<file path="config.mk">
export PLATFORM = sky130hd
export DESIGN_NAME = mem_bus_arbiter
export DESIGN_NICKNAME = d
export VERILOG_FILES = /design/src/rtl/mem_bus_arbiter.sv
export SDC_FILE = /design/constraint.sdc
export NUM_CORES = 1
export LEC_CHECK = 0
export CAP_MARGIN = 25
export CORE_AREA = 2 2 117 119
export CTS_CLUSTER_DIAMETER = 50
export DETAILED_ROUTE_END_ITERATION = 10
export DIE_AREA = 0 0 119 121
export SYNTH_ARGS = -nofsm -noshare
export SYNTH_HDL_FRONTEND = slang
export SYNTH_SLANG_ARGS = --single-unit
</file>
<file path="constraint.sdc">
create_clock -name clk -period 3.25 [get_ports clk]
set_clock_uncertainty 0.2 [all_clocks]
set_input_delay 0.65 -clock clk [delete_from_list [all_inputs] [get_ports clk]]
set_output_delay 0.65 -clock clk [all_outputs]
set_load 0.03 [all_outputs]
</file>
<file path="src/rtl/mem_bus_arbiter.sv">
// Two-master arbiter for the shared data-memory/peripheral bus port (CPU data port m0, UART loader m1).
// One command per cycle, read data routed back to its owner one cycle later, locked bursts with a hold limit.
module mem_bus_arbiter #(
  parameter int AW       = 32,
  parameter int DW       = 32,
  parameter int RR       = 1,
  parameter int MAX_HOLD = 16
) (
  input  logic          clk,
  input  logic          rst_n,
  input  logic          m0_req,
  input  logic          m0_we,
  input  logic          m0_lock,
  input  logic [AW-1:0] m0_addr,
  input  logic [DW-1:0] m0_wdata,
  output logic          m0_gnt,
  output logic          m0_rvalid,
  output logic [DW-1:0] m0_rdata,
  input  logic          m1_req,
  input  logic          m1_we,
  input  logic          m1_lock,
  input  logic [AW-1:0] m1_addr,
  input  logic [DW-1:0] m1_wdata,
  output logic          m1_gnt,
  output logic          m1_rvalid,
  output logic [DW-1:0] m1_rdata,
  output logic          mem_en,
  output logic          mem_we,
  output logic [AW-1:0] mem_addr,
  output logic [DW-1:0] mem_wdata,
  input  logic [DW-1:0] mem_rdata,
  output logic          busy
);

  localparam logic [7:0] HOLD_MAX = 8'(MAX_HOLD);

  typedef enum logic [1:0] {
    OWN_NONE = 2'd0,
    OWN_M0   = 2'd1,
    OWN_M1   = 2'd2
  } owner_e;

  owner_e     r_lockOwner;
  owner_e     w_lockOwnerNext;
  owner_e     w_liveOwner;
  owner_e     w_grantId;
  logic       r_last;
  logic [7:0] r_holdCnt;
  logic [7:0] w_holdCntNext;
  logic       r_rdPend;
  logic       r_rdTag;
  logic       w_gnt0;
  logic       w_gnt1;
  logic       w_holdAtMax;
  logic       w_ownerReq;
  logic       w_otherReq;
  logic       w_gntLock;

  // Grant selection; outputs stay quiet while reset is asserted.
  always_comb begin
    w_gnt0      = 1'b0;
    w_gnt1      = 1'b0;
    w_holdAtMax = (r_holdCnt >= HOLD_MAX);
    if (rst_n) begin
      if (r_lockOwner == OWN_M0 && m0_req && (!w_holdAtMax || !m1_req)) begin
        w_gnt0 = 1'b1;
      end else if (r_lockOwner == OWN_M1 && m1_req && (!w_holdAtMax || !m0_req)) begin
        w_gnt1 = 1'b1;
      end else if (r_lockOwner == OWN_M0 && m0_req) begin
        w_gnt1 = 1'b1;
      end else if (r_lockOwner == OWN_M1 && m1_req) begin
        w_gnt0 = 1'b1;
      end else if (m0_req && !m1_req) begin
        w_gnt0 = 1'b1;
      end else if (m1_req && !m0_req) begin
        w_gnt1 = 1'b1;
      end else if (m0_req && m1_req) begin
        if (RR != 0 && !r_last) begin
          w_gnt1 = 1'b1;
        end else begin
          w_gnt0 = 1'b1;
        end
      end
    end
  end

  // Lock ownership and hold counter; a lock whose owner stops requesting is dropped first.
  always_comb begin
    w_ownerReq      = (r_lockOwner == OWN_M0) ? m0_req : (r_lockOwner == OWN_M1) ? m1_req : 1'b0;
    w_otherReq      = (r_lockOwner == OWN_M0) ? m1_req : m0_req;
    w_liveOwner     = w_ownerReq ? r_lockOwner : OWN_NONE;
    w_grantId       = w_gnt0 ? OWN_M0 : (w_gnt1 ? OWN_M1 : OWN_NONE);
    w_gntLock       = w_gnt0 ? m0_lock : (w_gnt1 ? m1_lock : 1'b0);
    w_lockOwnerNext = w_liveOwner;
    w_holdCntNext   = r_holdCnt;
    if (w_grantId != OWN_NONE && (w_liveOwner == OWN_NONE || w_liveOwner == w_grantId)) begin
      w_lockOwnerNext = w_gntLock ? w_grantId : OWN_NONE;
    end
    if (w_lockOwnerNext == OWN_NONE || w_lockOwnerNext != r_lockOwner) begin
      w_holdCntNext = 8'd0;
    end else if (w_grantId == r_lockOwner) begin
      if (w_otherReq && r_holdCnt < HOLD_MAX) begin
        w_holdCntNext = r_holdCnt + 8'd1;
      end
    end else begin
      w_holdCntNext = 8'd0;
    end
  end

  always_ff @(posedge clk or negedge rst_n) begin
    if (!rst_n) begin
      r_lockOwner <= OWN_NONE;
      r_holdCnt   <= 8'd0;
      r_last      <= 1'b1;
      r_rdPend    <= 1'b0;
      r_rdTag     <= 1'b0;
    end else begin
      r_lockOwner <= w_lockOwnerNext;
      r_holdCnt   <= w_holdCntNext;
      if (w_gnt0 || w_gnt1) begin
        r_last <= w_gnt1;
      end
      r_rdPend <= (w_gnt0 && !m0_we) || (w_gnt1 && !m1_we);
      r_rdTag  <= w_gnt1;
    end
  end

  assign m0_gnt    = w_gnt0;
  assign m1_gnt    = w_gnt1;
  assign mem_en    = w_gnt0 | w_gnt1;
  assign mem_we    = w_gnt0 ? m0_we    : (w_gnt1 ? m1_we    : 1'b0);
  assign mem_addr  = w_gnt0 ? m0_addr  : (w_gnt1 ? m1_addr  : '0);
  assign mem_wdata = w_gnt0 ? m0_wdata : (w_gnt1 ? m1_wdata : '0);

  assign m0_rvalid = r_rdPend & ~r_rdTag;
  assign m1_rvalid = r_rdPend & r_rdTag;
  assign m0_rdata  = m0_rvalid ? mem_rdata : '0;
  assign m1_rdata  = m1_rvalid ? mem_rdata : '0;
  assign busy      = (r_lockOwner != OWN_NONE);

endmodule

</file>
==> reports/results.ini <==
[placed_design]
placed_cell_area_sq_um = 5150
finalWeightedCongestion = 0.910
dpl.cell_count = 713
post-dp-hpwl_um = 11600
portBuffers = 302

[detailed_routing]
route.antenna.remaining_nets = 0
drt_wl_total_um = 13900
wl_per_cell_um = 19.3
vias = 3261
first_pass_iters = 5
drc = 0
drt_iter0_drc = 142
vias_per_cell = 4.54

[floorplanning]
dieArea_sq_um = 14400
io_pins = 303
die_h_um = 121
die_w_um = 119
rows = 42
fp.coreArea_sq_um = 13100
initial_core_util_pct = 15.1

[sta]
report.final.hold_viol_count = 0
worstMarginPinSlew_ns = 0.710
relSlewSlack_pct = 52.5
fmaxAchievable_ghz = 0.317
rsz0062_at_grt = no
setup_viol = 0
fin_setup_tns_ns = 0
slew_viol_final = 0
fin_crit_sh_pct = 97.0
fin_crit_ns = 3.15

[global_route]
grt_pass1_wl_um = 19400
met2_usage_pct = 31.9
grt_start_max_net_pins = 66
top_usage_layer = met2
gr-usage-met1_pct = 20.4
grt_usage_pct = 17.4
grt.overflow.total = 0
grt_util_met3_pct = 5.12
antenna_found_initial = 1
grt_pass1_vias = 3249

[hold_path]
hold_path_class = flip-flop to flip-flop
hp-start = r_holdCnt[3]
hold_end = r_holdCnt[3]
min_path_cells = 2

[synthesis]
ys_types = 43
yosys-top-cells-count = a22o_1, and2_1, and3_1
synthAdderAreaFrac_pct = 2.28
synth_warnings = 0
ys_ff_latch = 13
synth.most_common_cell = a22o_1
synth_fp_nets = 417
postSynth.asyncResetShare_pct = 100
synth_edf_count = 0
ys_top_cells_by_area = a22o_1, dfrtp_1, and2_1, and3_1, buf_2
synth_top_family_by_area = compound AO/OA/AOI/OAI gates
yosysTopAreaCellShare_pct = 28.8
synth_area_sq_um = 1970
synth_ff_type = dfrtp_1
seq_area_frac_synth_pct = 16.5
synth_simple_gate_area_share_pct = 29.5
synth_compound_area_share_pct = 39.2
syn_avg_cell_area_sq_um = 7.99
yosys-mux-area-fraction_pct = 1.71
synth-xor-area-share_pct = 1.77
yosysTopAreaCell = a22o_1
netlist_instances = 247

[worst_setup_path]
crit_required_ns = 2.40
cp_common_cell = buf_12
startpoint_type = flip-flop
cpMaxStageDelayCell = or4_4
end_kind = output port
worstPathMaxFanout = 31
r2r_start = r_lockOwner[1]
rr_endpoint = r_holdCnt[7]
cp_cell_sequence = or4_4, o22ai_1, o21a_2, nor2_4, buf_12, a22o_1, buf_12
cp.arrival_ns = 2.30
path_class = flip-flop to output port
cp_slowest_stage_delay_ns = 0.60
ff2ff_setup_slack_ns = 0.85
reg2reg_depth = 5

[status]
outcome = completed

[final_layout]
layout-drive-gt1-share_pct = 24.0
stdcell_area_sq_um = 5260
antenna_cells = 0
syn_to_final_growth_pct = 166
nFillCells = 1312
multi_input_area_sq_um = 1490
final_cell_count_no_fill = 718
final-seq-area_sq_um = 327
layout.nets = 713

[clock_tree]
cts_hold_buffers = 0
h-tree-depth = 1
clk_path_buf_depth = 2
worstSkewPairLatency_ns = 0.25
cts_buffers = 3
cts_root_buf = clkbuf_16
cts_sinks = 13
cts_tree = yes
path_clk_slew_ns = 0.04

[pwr]
p_leak_nw = 2.37
ir_drop_uv = 157
power_density_nw_per_um2 = 262

[run]
cap_violations = 0

==> cell type report <==
cell class / instances / area share, %
sequential: 13 / 6.21
tap: 176 / 4.19
timing repair buffer: 318 / 59.3
inverter: 8 / 0.571
clock buffer: 4 / 1.50
multi-input combinational: 199 / 28.2
==> critical path, delay by kind of cell (launching register included) <==
kind / cells / cell delay [ns]
simple gates: 2 / 0.66
compound gates: 3 / 0.66
flops: 1 / 0.41
buf+inv: 2 / 0.32
==> sequential cells by signal, indices dropped and copies added, names as in the netlist <==
signal and count:
r_lockOwner 2, r_last 1, r_holdCnt 8, r_rdTag 1, r_rdPend 1
==> routing by layer <==
layer	part of all wire (%)	vias up
met5	0.094	-
met4	1.4	2
met3	9.2	14
met2	51	212
met1	39	1496
li1	-	1537
==> placed cells by master (no fill, tap or decap), types with 2 or more instances in the layout <==
master / netlist / routed
nor2b_1: 3 / 3
buf_4: 1 / 99
nor3_1: 6 / 6
nand2_1: 4 / 4
buf_12: 0 / 17
maj3_1: 2 / 2
and3_1: 32 / 32
clkdlybuf4s50_1: 0 / 201
mux2i_1: 2 / 2
o32ai_1: 2 / 2
o22ai_1: 2 / 2
nand3_1: 3 / 3
inv_1: 7 / 7
clkbuf_16: 0 / 4
nor2_1: 7 / 6
ha_1: 2 / 2
and2_1: 34 / 34
xnor2_1: 3 / 3
a32o_1: 2 / 2
a22o_1: 65 / 65
dfrtp_1: 12 / 12
nor3b_1: 3 / 3
o21ai_0: 5 / 5
a21oi_1: 3 / 3
nand2b_1: 3 / 3
==> power by group <==
group | total, W | internal, W | switching [W]
Clock | 0.000237 | 0.000166 | 0.0000716
Combinational | 0.000954 | 0.000476 | 0.000478
Sequential | 0.000189 | 0.000173 | 0.0000159
Total | 0.00138 | 0.000815 | 0.000565
==> how the worst max path moves through the flow <==
stage	start	endpoint	slack (ns)	cells after the start
floorplan	m0_req	mem_wdata[22]	0.29	6
global placement	m0_req	mem_wdata[29]	0.13	8
detailed placement	m0_req	mem_wdata[30]	0.10	8
CTS	r_holdCnt[7]	mem_wdata[30]	0.02	7
global route	r_last	mem_addr[9]	0.009	7
finish	r_holdCnt[7]	mem_wdata[6]	0.1	7
==> per-stage QoR <==
step           hold slack [ns]  worst slack, ns  total power (W)  utilization [%]
6_report                 0.360           0.0980          0.00138             40.2
5_1_grt                  0.421          0.00902          0.00144             40.2
4_1_cts                  0.375           0.0236          0.00138             40.0
3_5_place_dp             0.361            0.104          0.00114             39.4
3_3_place_gp             0.348            0.125          0.00113             39.4
2_1_floorplan            0.154            0.293         0.000636                -
==> cells by family (layout without fill, tap and decap cells) <==
| logic type | after synthesis | in the layout |
|---|---|---|
| flip-flops | 13 | 13 |
| adder cells (fa/ha/maj) | 4 | 4 |
| multiplexers | 3 | 3 |
| buffers and inverters | 35 | 330 |
| AO/OA/AOI/OAI | 91 | 91 |
| AND/OR/NAND/NOR | 97 | 97 |
| XOR/XNOR | 4 | 4 |
==> timing repair <==
item                                    4_1_cts  5_1_grt
setup buffers                                 0        0
endpoints found under the setup margin        0       59
resized for setup                             0        1
Power figures use the tool's default switching activity.
